<file path="src/rtl/rs_issue_scheduler_pkg.sv">
// Shared scheduler constants: default sizing, slot-index width helper and slot-index type.
package rs_pkg;
    localparam int unsigned DEF_NUM_SLOTS = 8;
    localparam int unsigned DEF_NUM_FU    = 4;

    function automatic int unsigned sel_width(input int unsigned n);
        return (n > 1) ? $clog2(n) : 1;
    endfunction

    localparam int unsigned DEF_SEL_W = sel_width(DEF_NUM_SLOTS);

    typedef logic [DEF_SEL_W-1:0] slot_idx_t;
endpackage

</file>
<file path="src/rtl/rs_issue_scheduler_if.sv">
// Slot-array / front-end / FU-side signal bundle for the issue scheduler.
interface rs_issue_scheduler_if import rs_pkg::*; #(
    parameter int unsigned NUM_SLOTS = DEF_NUM_SLOTS,
    parameter int unsigned NUM_FU    = DEF_NUM_FU,
    parameter int unsigned SEL_W     = sel_width(NUM_SLOTS)
);
    logic [NUM_SLOTS-1:0]          slot_busy;
    logic [NUM_SLOTS-1:0]          slot_ready;
    logic                          dispatch_valid;
    logic                          dispatch_ready;
    logic [NUM_SLOTS-1:0]          alloc_wr;
    logic [NUM_FU-1:0]             fu_ready;
    logic [NUM_FU-1:0]             issue_valid;
    logic [NUM_FU-1:0][SEL_W-1:0]  issue_sel;
    logic [NUM_SLOTS-1:0]          slot_issued;

    modport master (
        output slot_busy, slot_ready, dispatch_valid, fu_ready,
        input  dispatch_ready, alloc_wr, issue_valid, issue_sel, slot_issued
    );

    modport slave (
        input  slot_busy, slot_ready, dispatch_valid, fu_ready,
        output dispatch_ready, alloc_wr, issue_valid, issue_sel, slot_issued
    );
endinterface

</file>
<file path="src/rtl/rs_issue_scheduler_rr_picker.sv">
// Find-first-set over req, searching upward from ptr with wrap-around.
module rr_picker import rs_pkg::*; #(
    parameter int unsigned N = DEF_NUM_SLOTS,
    parameter int unsigned W = sel_width(N)
) (
    input  logic [N-1:0] req,
    input  logic [W-1:0] ptr,
    output logic [W-1:0] idx,
    output logic         found
);
    always_comb begin
        int unsigned pos;
        pos   = 0;
        idx   = '0;
        found = 1'b0;
        for (int unsigned i = 0; i < N; i++) begin
            pos = int'(unsigned'(ptr)) + i;
            if (pos >= N) pos = pos - N;
            if (!found && req[pos]) begin
                found = 1'b1;
                idx   = W'(pos);
            end
        end
    end
endmodule

</file>
<file path="src/rtl/rs_issue_scheduler.sv">
// Reservation-station issue scheduler: free-slot allocation plus round-robin multi-issue to FUs.
// Optional RS_SCHED_PERF_EN adds saturating issue/stall performance counters.
module rs_issue_scheduler import rs_pkg::*; #(
    parameter int unsigned NUM_SLOTS = DEF_NUM_SLOTS,
    parameter int unsigned NUM_FU    = DEF_NUM_FU,
    parameter int unsigned SEL_W     = sel_width(NUM_SLOTS)
) (
    input  logic                clk,
    input  logic                reset,
    input  logic                flush,
    rs_issue_scheduler_if.slave bus
`ifdef RS_SCHED_PERF_EN
    ,
    output logic [31:0]         perf_issue_cnt,
    output logic [31:0]         perf_stall_cnt
`endif
);
    logic [NUM_SLOTS-1:0] issue_pend, alloc_pend;
    logic [NUM_SLOTS-1:0] free_slots, candidates, grant_mask;
    logic [SEL_W-1:0]     rr_ptr, rr_next;
    logic [NUM_SLOTS-1:0] remain [NUM_FU+1];
    logic [SEL_W-1:0]     pick_idx [NUM_FU];
    logic                 found_fu [NUM_FU];
    logic                 grant_fu [NUM_FU];

    assign free_slots         = ~bus.slot_busy & ~alloc_pend;
    assign bus.dispatch_ready = |free_slots;
    assign bus.alloc_wr       = bus.dispatch_valid ? (free_slots & (-free_slots)) : '0;

    assign candidates = bus.slot_ready & bus.slot_busy & ~issue_pend;

    // Each ready FU takes the next candidate in round-robin order from what earlier FUs left.
    assign remain[0] = candidates;
    for (genvar f = 0; f < NUM_FU; f++) begin : g_fu
        rr_picker #(.N(NUM_SLOTS), .W(SEL_W)) u_pick (
            .req   (remain[f]),
            .ptr   (rr_ptr),
            .idx   (pick_idx[f]),
            .found (found_fu[f])
        );
        assign grant_fu[f]   = found_fu[f] & bus.fu_ready[f];
        assign remain[f+1]   = grant_fu[f] ? (remain[f] & ~(NUM_SLOTS'(1) << pick_idx[f])) : remain[f];
    end

    // The last granting FU holds the furthest slot in round-robin order.
    always_comb begin
        grant_mask = '0;
        rr_next    = rr_ptr;
        for (int unsigned f = 0; f < NUM_FU; f++) begin
            if (grant_fu[f]) begin
                grant_mask[pick_idx[f]] = 1'b1;
                rr_next = (pick_idx[f] == SEL_W'(NUM_SLOTS - 1)) ? '0 : pick_idx[f] + SEL_W'(1);
            end
        end
    end

    always_ff @(posedge clk or negedge reset) begin
        if (!reset) begin
            rr_ptr          <= '0;
            issue_pend      <= '0;
            alloc_pend      <= '0;
            bus.issue_valid <= '0;
            bus.issue_sel   <= '0;
            bus.slot_issued <= '0;
        end else if (flush) begin
            rr_ptr          <= '0;
            issue_pend      <= '0;
            alloc_pend      <= '0;
            bus.issue_valid <= '0;
            bus.issue_sel   <= '0;
            bus.slot_issued <= '0;
        end else begin
            rr_ptr          <= rr_next;
            issue_pend      <= (issue_pend | grant_mask) & bus.slot_busy;
            alloc_pend      <= (alloc_pend & ~bus.slot_busy) | bus.alloc_wr;
            bus.slot_issued <= grant_mask;
            for (int unsigned f = 0; f < NUM_FU; f++) begin
                bus.issue_valid[f] <= grant_fu[f];
                bus.issue_sel[f]   <= grant_fu[f] ? pick_idx[f] : '0;
            end
        end
    end

`ifdef RS_SCHED_PERF_EN
    logic [32:0] issue_sum, stall_sum;
    logic        stall_now;

    assign issue_sum = {1'b0, perf_issue_cnt} + 33'($countones(bus.issue_valid));
    assign stall_sum = {1'b0, perf_stall_cnt} + 33'd1;
    assign stall_now = (|candidates) & ~(|grant_mask);

    always_ff @(posedge clk or negedge reset) begin
        if (!reset) begin
            perf_issue_cnt <= '0;
            perf_stall_cnt <= '0;
        end else if (flush) begin
            perf_issue_cnt <= '0;
            perf_stall_cnt <= '0;
        end else begin
            perf_issue_cnt <= issue_sum[32] ? '1 : issue_sum[31:0];
            if (stall_now) perf_stall_cnt <= stall_sum[32] ? '1 : stall_sum[31:0];
        end
    end
`endif
endmodule

</file>
<file path="src/flat_wrapper.sv">
// flat-port wrapper written by rule: the top's interface ports become plain ports
module rs_issue_scheduler_flat import rs_pkg::*;
#(
    parameter int unsigned NUM_SLOTS = DEF_NUM_SLOTS,
    parameter int unsigned NUM_FU    = DEF_NUM_FU,
    parameter int unsigned SEL_W     = sel_width(NUM_SLOTS)
)
  (clk, reset, flush, bus_slot_busy, bus_slot_ready, bus_dispatch_valid, bus_fu_ready, bus_dispatch_ready, bus_alloc_wr, bus_issue_valid, bus_issue_sel, bus_slot_issued);
  rs_issue_scheduler_if #(.NUM_SLOTS(NUM_SLOTS), .NUM_FU(NUM_FU), .SEL_W(SEL_W)) bus_i ();
  input  logic clk;
  input  logic reset;
  input  logic flush;
  input wire logic [$bits(bus_i.slot_busy)-1:0] bus_slot_busy;
  input wire logic [$bits(bus_i.slot_ready)-1:0] bus_slot_ready;
  input wire logic [$bits(bus_i.dispatch_valid)-1:0] bus_dispatch_valid;
  input wire logic [$bits(bus_i.fu_ready)-1:0] bus_fu_ready;
  output wire logic [$bits(bus_i.dispatch_ready)-1:0] bus_dispatch_ready;
  output wire logic [$bits(bus_i.alloc_wr)-1:0] bus_alloc_wr;
  output wire logic [$bits(bus_i.issue_valid)-1:0] bus_issue_valid;
  output wire logic [$bits(bus_i.issue_sel)-1:0] bus_issue_sel;
  output wire logic [$bits(bus_i.slot_issued)-1:0] bus_slot_issued;
  assign bus_i.slot_busy = bus_slot_busy;
  assign bus_i.slot_ready = bus_slot_ready;
  assign bus_i.dispatch_valid = bus_dispatch_valid;
  assign bus_i.fu_ready = bus_fu_ready;
  assign bus_dispatch_ready = bus_i.dispatch_ready;
  assign bus_alloc_wr = bus_i.alloc_wr;
  assign bus_issue_valid = bus_i.issue_valid;
  assign bus_issue_sel = bus_i.issue_sel;
  assign bus_slot_issued = bus_i.slot_issued;
  rs_issue_scheduler #(.NUM_SLOTS(NUM_SLOTS), .NUM_FU(NUM_FU), .SEL_W(SEL_W)) u_core (.clk(clk), .reset(reset), .flush(flush), .bus(bus_i));
endmodule
</file>
<file path="config.mk">
export PLATFORM = sky130hd
export DESIGN_NAME = rs_issue_scheduler_flat
export DESIGN_NICKNAME = d
export VERILOG_FILES = /design/src/rtl/rs_issue_scheduler_pkg.sv /design/src/rtl/rs_issue_scheduler_if.sv /design/src/rtl/rs_issue_scheduler_rr_picker.sv /design/src/rtl/rs_issue_scheduler.sv /design/src/flat_wrapper.sv
export SDC_FILE = /design/constraint.sdc
export NUM_CORES = 1
export LEC_CHECK = 0
export CELL_PAD_IN_SITES_DETAIL_PLACEMENT = 0
export CELL_PAD_IN_SITES_GLOBAL_PLACEMENT = 2
export CORE_ASPECT_RATIO = 1.1
export CORE_MARGIN = 2
export CORE_UTILIZATION = 36
export CTS_CLUSTER_DIAMETER = 120
export CTS_CLUSTER_SIZE = 10
export DETAILED_ROUTE_END_ITERATION = 8
export PLACE_DENSITY = 0.94
export SETUP_SLACK_MARGIN = 0.2
export SLEW_MARGIN = 20
export SYNTH_ARGS = -nofsm -noshare
export SYNTH_HDL_FRONTEND = slang
export SYNTH_SLANG_ARGS = --single-unit
</file>
<file path="constraint.sdc">
create_clock -name clk -period 17.2 [get_ports clk]
set_clock_uncertainty 0.2 [all_clocks]
set_input_delay 1.72 -clock clk [delete_from_list [all_inputs] [get_ports clk]]
set_output_delay 1.72 -clock clk [all_outputs]
set_load 0.1 [all_outputs]
</file>
==> results of run 1 <==
flip-flops by register name, summed over array words and instances, names as in the netlist:
name and flops:
u_core.alloc_pend 8, u_core.bus.issue_valid 4, u_core.bus.slot_issued 8, u_core.rr_ptr 3, u_core.bus.issue_sel 12, u_core.issue_pend 8
worst min-delay path, cell delays in order, from the launching register on:
cell      delay [ps]
dfrtp_1          400
inv_1             60
a211oi_1          60
layout make-up:
cell class,count,area [um2],share of cell area (%)
tap,243,304,4.05
sequential,43,1080,14.3
timing repair buffer,71,668,8.90
clock buffer,7,133,1.77
multi-input combinational,729,5180,69.0
inverter,38,143,1.90
clock inverter,1,5.00,0.0667
path summary, 6_finish.rpt:
| path | slack [ps] | cells past startpoint | startpoint | end |
|---|---|---|---|---|
| min in group asynchronous | 1370 | 1 | reset | u_core.bus.issue_sel[9]$_DFF_PN0_ |
| max reg2reg | 2040 | 49 | u_core.rr_ptr[1]$_DFFE_PN0P_ | u_core.bus.slot_issued[3]$_DFF_PN0_ |
| min | 350 | 2 | u_core.alloc_pend[4]$_DFF_PN0_ | u_core.alloc_pend[4]$_DFF_PN0_ |
| max in group asynchronous | 14790 | 1 | reset | u_core.rr_ptr[2]$_DFFE_PN0P_ |
| max | 1790 | 46 | bus_slot_busy[6] | u_core.bus.slot_issued[3]$_DFF_PN0_ |
| min reg2reg | 350 | 2 | u_core.alloc_pend[4]$_DFF_PN0_ | u_core.alloc_pend[4]$_DFF_PN0_ |
Yosys cell counts, types with 8 or more instances:
cell type	instances	area [um2]
nand3_1	20	100
nand2_1	80	300
o22ai_1	13	81.3
dfrtp_1	43	1080
or3_1	9	56.3
nor2_1	88	330
o221ai_1	8	70.1
inv_1	34	128
o21ai_0	33	165
a22oi_1	9	67.6
a21oi_1	58	290
a21o_1	14	105
o21ai_1	15	75.1
a31oi_1	14	87.6
mux2i_1	15	150
clkbuf_1	30	113
buf_1	8	30.0
and2_1	22	138
o211ai_1	12	90.1
mux4_2	13	293
a211oi_1	22	165
nand3b_1	10	75.1
nor3_1	27	135
and3_1	8	50.1
buf_2	10	50.1
nor2b_1	10	62.6
ha_1	19	238
kinds of logic after synthesis:
| family | Yosys count | synth area share (%) |
|---|---|---|
| simple gates | 339 | 27.2 |
| compound gates | 332 | 38.5 |
| buf+inv | 90 | 5.52 |
| flops | 43 | 16.3 |
| mux | 35 | 7.94 |
| fa+ha+maj | 19 | 3.59 |
| xor+xnor | 4 | 1.04 |
per-layer routing:
layer | up-vias | routed length, um | global-route usage, %
met5 | - | 0 | 0
met4 | 0 | 1420 | 13.4
met3 | 89 | 2060 | 3.51
met2 | 406 | 11900 | 42.6
met1 | 3535 | 11100 | 35.9
li1 | 3402 | - | -
metrics by stage:
stage                     setup slack (ps)  cell area [um2]  hold slack, ps  std cells  util (%)
after floorplan                       4610             6620             309        862         -
after global placement                2220             7370             326       1124      40.5
after detailed placement              1860             7370             338       1124      40.5
after CTS                             2130             7510             355       1132      41.2
after global routing                   750             7510             385       1132      41.2
final                                 1790             7510             355       1132      41.2
==> impl_metrics.csv, run 1 <==
group,metric,value,unit
cells_and_area,drive_gt1_share,11.5,%
setup_path,path_max_fanout,12,
clocking,root_buffer,"clkbuf_16",
cells_and_area,final_common_cell,"nor2_1",
synth,synth_nets,905,
sta,worst_slew_pin_slew,1130,ps
routing,antenna_left,0,
synth,ys_async_sr_fraction,100,%
floorplan,core,18200,um2
synth,synthesis.area,6620,um2
sta,relSlewSlack,23.9,%
clocking,cts.sinks,43,
routing,vias_per_cell,6.57,
setup_path,required,17220,ps
setup_path,critPathMaxStageDelay,910,ps
global_route,grt_max_degree,47,
floorplan,die_h,146,um
floorplan,die_area,19500,um2
setup_path,cp_slowest_cell,"o31ai_1",
setup_path,worstSetupPathType,"in2reg",
sta,finalHoldViolCount,0,
global_route,grt_overflow,0,
synth,syn_area_per_cell,7.68,um2
clocking,cts_buffer_depth,2,
routing,drt_pass1_iterations,6,
setup_path,crit_arrival,15430,ps
synth,synth_edf_count,0,
place,dp_hpwl,19900,um
synth,ys_warn_count,0,
sta,fin_crit,15410,ps
global_route,antenna_found_initial,0,
routing,post-route-drc-count,0,
place,gp_congestion,0.954,
global_route,grt_first_pass_wirelength,41600,um
sta,grt_setup_unrepaired,"no",
sta,fin_setup_tns,0,ps
synth,synth_seq_cells,43,
setup_path,critPathLaunchType,"input port",
floorplan,io_pins,57,
clocking,cts_setup_buffers,0,
synth,yosysSeqAreaShare,16.3,%
clocking,ctsResizeCount,0,
global_route,grt_usage,26.8,%
floorplan,dieWidth,133,um
synth,synth_flop_cell,"dfrtp_1",
sta,setup_viol,0,
flow_run,maxCapViolations,0,
routing,routed_wl,26500,um
clocking,cts_hold_buffers,0,
global_route,first_global_vias,7199,
sta,fin_crit_sh,89.6,%
clocking,numCtsBuffers,5,
cells_and_area,num_antenna_cells,0,
clocking,clk_pin_slew_worst_paths,60,ps
status,status,"completed",
place,io_buffers,56,
cells_and_area,area_delta_synth_final,13.4,%
floorplan,fp-row-count,52,
cells_and_area,final_cell_mix,"nor2_1 (88), nand2_1 (80), a21oi_1 (58), clkdlybuf4s50_1 (55), dfrtp_1 (42)",
setup_path,cp_top_family,"compound AO/OA/AOI/OAI gates",
min_path,hold_path_class,"reg2reg",
routing,via_count,7432,
floorplan,initial_core_util,36.3,%
clocking,cts_tree,"done",
clocking,clk_latency,290,ps
routing,wl_per_cell,23.4,um
synth,synth.distinct_cells,115,
routing,drt_iter0_drc,829,
setup_path,path_buf_inv,5,
synth,syn_inst,862,
cells_and_area,final_net_count,931,
sta,max_freq,0.0649,GHz
cells_and_area,nFillCells,1906,
clocking,htree_levels,2,
sta,report.final.slew_viol_count,0,
setup_path,cp-end-kind,"register",
Power of run 1 is left out: the tool's default activity adds up to more than one toggle a clock period on the data nets, which glitch-free logic cannot reach.
==> run 2, diff against run 1 <==
--- a/config.mk
+++ b/config.mk
@@ -13,6 +13,7 @@
 export CTS_CLUSTER_DIAMETER = 120
 export CTS_CLUSTER_SIZE = 10
 export DETAILED_ROUTE_END_ITERATION = 8
+export GPL_ROUTABILITY_DRIVEN = 0
 export PLACE_DENSITY = 0.94
 export SETUP_SLACK_MARGIN = 0.2
 export SLEW_MARGIN = 20
==> constraint.sdc (replaced) <==
create_clock -name clk -period 17.2 [get_ports clk]
set_clock_uncertainty 0.2 [all_clocks]
set_input_delay 1.72 -clock clk [delete_from_list [all_inputs] [get_ports clk]]
set_output_delay 1.72 -clock clk [all_outputs]
set_load 0.005 [all_outputs]
==> run 2 against run 1 <==
First-iteration DRC count down 1.1%. Register-to-register slack better by 340 ps. Die area unchanged. Flip-flop and latch count unchanged. Critical path depth unchanged. Core utilization about the same. Count of clock-buffer cells in the layout down 1. Fmax up 0.87%. Non-clock buffer count unchanged. Routed wire length down 3.0%. Setup slack better by 130 ps. Hold slack worse by 12 ps. Critical path type unchanged.
==> impl_metrics.csv, run 2 (same netlist as run 1, synthesis figures left out) <==
group,metric,value,unit
floorplan,die_area,19500,um2
cells_and_area,multi_input_area,5180,um2
sta,fin_setup_tns,0,ps
routing,drt_pass1_iterations,9,
cells_and_area,final_net_count,931,
cells_and_area,top_register,"u_core.bus.issue_sel",
floorplan,dieWidth,133,um
clocking,cts_buffer_depth,2,
floorplan,fp-row-count,52,
routing,drt_iter0_drc,820,
min_path,hold_path_class,"reg2reg",
setup_path,worstSetupPathType,"in2reg",
routing,routed_wl,25700,um
cells_and_area,postLayoutCoreUtil,41.2,%
clocking,clk_pin_slew_worst_paths,60,ps
cells_and_area,nFillCells,1929,
routing,wl_per_cell,22.7,um
routing,antenna_left,0,
status,status,"completed",
clocking,ctsResizeCount,0,
floorplan,io_pins,57,
sta,fin_crit_sh,88.8,%
global_route,grt_overflow,0,
routing,via_count,7490,
floorplan,initial_core_util,36.3,%
cells_and_area,num_antenna_cells,0,
global_route,antenna_found_initial,0,
setup_path,cp_slowest_cell,"o31ai_1",
flow_run,maxCapViolations,0,
floorplan,core,18200,um2
sta,max_freq,0.0654,GHz
clocking,cts_setup_buffers,0,
global_route,grt_first_pass_wirelength,40500,um
clocking,numCtsBuffers,5,
setup_path,critPathLaunchType,"input port",
setup_path,cp-end-kind,"register",
cells_and_area,seqCellArea,1080,um2
setup_path,path_max_fanout,12,
routing,vias_per_cell,6.62,
cells_and_area,largest_reg_flops,12,
setup_path,crit_arrival,15300,ps
clocking,clk_latency,290,ps
floorplan,die_h,146,um
sta,fin_crit,15280,ps
sta,grt_setup_unrepaired,"no",
global_route,grt_usage,25.9,%
place,dp_hpwl,19200,um
clocking,htree_levels,2,
place,io_buffers,56,
cells_and_area,area_delta_synth_final,13.5,%
clocking,root_buffer,"clkbuf_16",
clocking,cts_tree,"done",
cells_and_area,final_common_cell,"nor2_1",
sta,report.final.slew_viol_count,0,
global_route,first_global_vias,7164,
sta,setup_viol,0,
setup_path,critPathMaxStageDelay,810,ps
global_route,grt_max_degree,46,
clocking,cts.sinks,43,
sta,finalHoldViolCount,0,
routing,post-route-drc-count,0,
cells_and_area,final_cell_mix,"nor2_1 (88), nand2_1 (80), a21oi_1 (58), clkdlybuf4s50_1 (55), dfrtp_1 (42)",
setup_path,required,17220,ps
sta,worst_slew_pin_slew,977,ps
sta,relSlewSlack,33.2,%
cells_and_area,drive_gt1_share,11.6,%
clocking,cts_hold_buffers,0,
## run 2: changes by cell type in the layout (fill, tap and decap cells not counted)
cell and delta:
clkbuf_1 -1, clkinvlp_4 +1
## run 2: layer usage
layer / track usage, % / part of all wire (%) / vias up
li1: - / - / 3397
met1: 34.5 / 41 / 3545
met2: 41.9 / 45 / 462
met3: 2.71 / 8.6 / 86
met4: 12.7 / 5.1 / 0
met5: 0 / 0 / -
## run 2: metrics by stage
| step | hold WS [ps] | setup WS (ps) | instance area [um2] | instances |
|---|---|---|---|---|
| after floorplan | 309 | 4610 | 6620 | 862 |
| after global placement | 328 | 2320 | 7370 | 1124 |
| after detailed placement | 339 | 1990 | 7370 | 1124 |
| after CTS | 348 | 2240 | 7510 | 1132 |
| after global routing | 373 | 1030 | 7510 | 1132 |
| final | 343 | 1920 | 7510 | 1132 |
## run 2: path summary, 6_finish.rpt
kind / startpoint / endpoint / slack (ps) / depth (start not counted)
max: bus_slot_busy[6] / u_core.bus.slot_issued[3]$_DFF_PN0_ / 1920 / 46
min: u_core.issue_pend[5]$_DFF_PN0_ / u_core.issue_pend[5]$_DFF_PN0_ / 340 / 2
max reg2reg: u_core.rr_ptr[0]$_DFFE_PN0P_ / u_core.bus.slot_issued[3]$_DFF_PN0_ / 2380 / 48
min reg2reg: u_core.issue_pend[5]$_DFF_PN0_ / u_core.issue_pend[5]$_DFF_PN0_ / 340 / 2
max in group asynchronous: reset / u_core.rr_ptr[2]$_DFFE_PN0P_ / 14800 / 1
min in group asynchronous: reset / u_core.bus.issue_valid[3]$_DFF_PN0_ / 1370 / 1
## run 2: critical path: cells and delay by family
kind	cells	cell delay [ps]
adders and majority gates	4	1080
buffers and inverters	4	1390
AOI/OAI and AO/OA	19	5780
muxes	2	1120
and+or+nand+nor	17	4210
## run 2: final cells by class
cell class	instances	share of cell area [%]
timing repair buffer	71	8.89
clock buffer	6	1.72
multi-input combinational	729	68.9
tap	243	4.05
sequential	43	14.3
clock inverter	2	0.167
inverter	38	1.90
Power of run 2 is left out for the same reason.
==> run 3, diff against run 2 <==
--- a/config.mk
+++ b/config.mk
@@ -8,7 +8,7 @@
 export CELL_PAD_IN_SITES_DETAIL_PLACEMENT = 0
 export CELL_PAD_IN_SITES_GLOBAL_PLACEMENT = 2
 export CORE_ASPECT_RATIO = 1.1
-export CORE_MARGIN = 2
+export CORE_MARGIN = 5
 export CORE_UTILIZATION = 36
 export CTS_CLUSTER_DIAMETER = 120
 export CTS_CLUSTER_SIZE = 10
@@ -20,3 +20,4 @@
 export SYNTH_ARGS = -nofsm -noshare
 export SYNTH_HDL_FRONTEND = slang
 export SYNTH_SLANG_ARGS = --single-unit
+export TNS_END_PERCENT = 10
==> run 3 against run 2 <==
Flip-flop and latch count stayed put. Register-to-register slack gained 230 ps. Cell count up 0.18%. Via count is 0.43% higher. Non-clock buffer count increased by 2. Highest routed layer unchanged. Core utilization increased by 0.33 points. Count of clock-buffer cells in the layout stayed put. Sequential share of layout area down 0.11 points.
==> impl_metrics.csv, run 3 (same netlist as run 1, synthesis figures left out) <==
group,metric,value,unit
setup_path,crit_arrival,15280,ps
floorplan,fp-row-count,52,
global_route,grt_first_pass_wirelength,40900,um
routing,drt_pass1_iterations,8,
status,status,"completed",
sta,fin_setup_tns,0,ps
sta,finalHoldViolCount,0,
setup_path,cp-end-kind,"register",
sta,worst_slew_pin_slew,1080,ps
routing,wl_per_cell,22.9,um
floorplan,initial_core_util,36.3,%
sta,fin_crit_sh,88.7,%
cells_and_area,drive_gt1_share,11.9,%
global_route,grt_usage,23.6,%
setup_path,cp_slowest_cell,"o31ai_1",
flow_run,maxCapViolations,0,
setup_path,path_max_fanout,12,
setup_path,critPathMaxStageDelay,870,ps
clocking,ctsResizeCount,0,
sta,max_freq,0.0655,GHz
global_route,grt_overflow,0,
routing,via_count,7522,
routing,vias_per_cell,6.63,
global_route,met2_usage,37.4,%
cells_and_area,num_antenna_cells,0,
routing,antenna_left,0,
sta,fin_crit,15260,ps
clocking,clk_pin_slew_worst_paths,60,ps
cells_and_area,final_cell_mix,"nor2_1 (88), nand2_1 (80), a21oi_1 (58), clkdlybuf4s50_1 (55), dfrtp_1 (42)",
routing,post-route-drc-count,0,
clocking,clk_latency,290,ps
global_route,grtUsageMet1,30.4,%
floorplan,dieWidth,139,um
cells_and_area,largest_reg_flops,12,
sta,grt_setup_unrepaired,"no",
clocking,cts_tree,"done",
clocking,cts.sinks,43,
setup_path,required,17230,ps
clocking,htree_levels,2,
floorplan,die_h,152,um
global_route,first_global_vias,7267,
clocking,cts_buffer_depth,2,
sta,report.final.slew_viol_count,0,
cells_and_area,top_register,"u_core.bus.issue_sel",
clocking,root_buffer,"clkbuf_16",
global_route,grt_max_degree,46,
sta,setup_viol,0,
setup_path,critPathLaunchType,"input port",
place,dp_hpwl,19600,um
clocking,cts_hold_buffers,0,
sta,relSlewSlack,27.5,%
cells_and_area,area_delta_synth_final,14.4,%
floorplan,io_pins,57,
min_path,hold_path_class,"reg2reg",
cells_and_area,final_common_cell,"nor2_1",
setup_path,worstSetupPathType,"in2reg",
global_route,busiest_layer,"met2",
cells_and_area,final_net_count,933,
floorplan,die_area,21200,um2
clocking,cts_setup_buffers,0,
global_route,antenna_found_initial,0,
routing,routed_wl,26000,um
clocking,numCtsBuffers,5,
floorplan,core,18200,um2
place,io_buffers,56,
routing,drt_iter0_drc,893,
global_route,grtUsageMet3,3.89,%
-- run 3: stage by stage --
stage               hold WS, ps  utilization (%)  setup WS, ps  cells  cell area, um2
floorplan                   309                -          4610    862            6620
global placement            332             40.5          2330   1125            7380
detailed placement          340             40.5          1920   1125            7380
CTS                         350             41.5          2180   1133            7550
global route                374             41.6          1200   1134            7570
finish                      345             41.6          1940   1134            7570
-- run 3: routing by layer --
metal  share of wire [%]  vias up
met5                   0        -
met4                 6.4        0
met3                 8.2      125
met2                  44      448
met1                  41     3541
li1                    -     3408
-- run 3: area by class of cell --
type / instances / area (um2)
clock buffers: 6 / 139
inverters: 38 / 143
well taps: 243 / 304
clock inverters: 2 / 35.0
fillers: 1879 / 10600
multi-input cells: 729 / 5180
repair buffers: 73 / 696
flip-flops and latches: 43 / 1080
-- run 3: final timing paths --
check                                                            to                           start  slack [ps]  cells past startpoint
worst min register to register       u_core.issue_pend[5]$_DFF_PN0_  u_core.issue_pend[5]$_DFF_PN0_         350                      2
worst max register to register  u_core.bus.slot_issued[3]$_DFF_PN0_    u_core.rr_ptr[0]$_DFFE_PN0P_        2610                     48
max in group asynchronous            u_core.alloc_pend[4]$_DFF_PN0_                           reset       15220                      2
worst min-delay path                 u_core.issue_pend[5]$_DFF_PN0_  u_core.issue_pend[5]$_DFF_PN0_         350                      2
worst max-delay path            u_core.bus.slot_issued[3]$_DFF_PN0_                bus_slot_busy[6]        1940                     46
min in group asynchronous         u_core.bus.issue_sel[5]$_DFF_PN0_                           reset        1110                      1
-- run 3: worst max-delay path, delay by kind of cell --
family | cells | cell delay (ps)
buffers and inverters | 5 | 1440
AO/OA/AOI/OAI | 19 | 5840
multiplexers | 2 | 1130
AND/OR/NAND/NOR | 16 | 4050
adder cells (fa/ha/maj) | 4 | 1070
Power of run 3 is left out for the same reason.
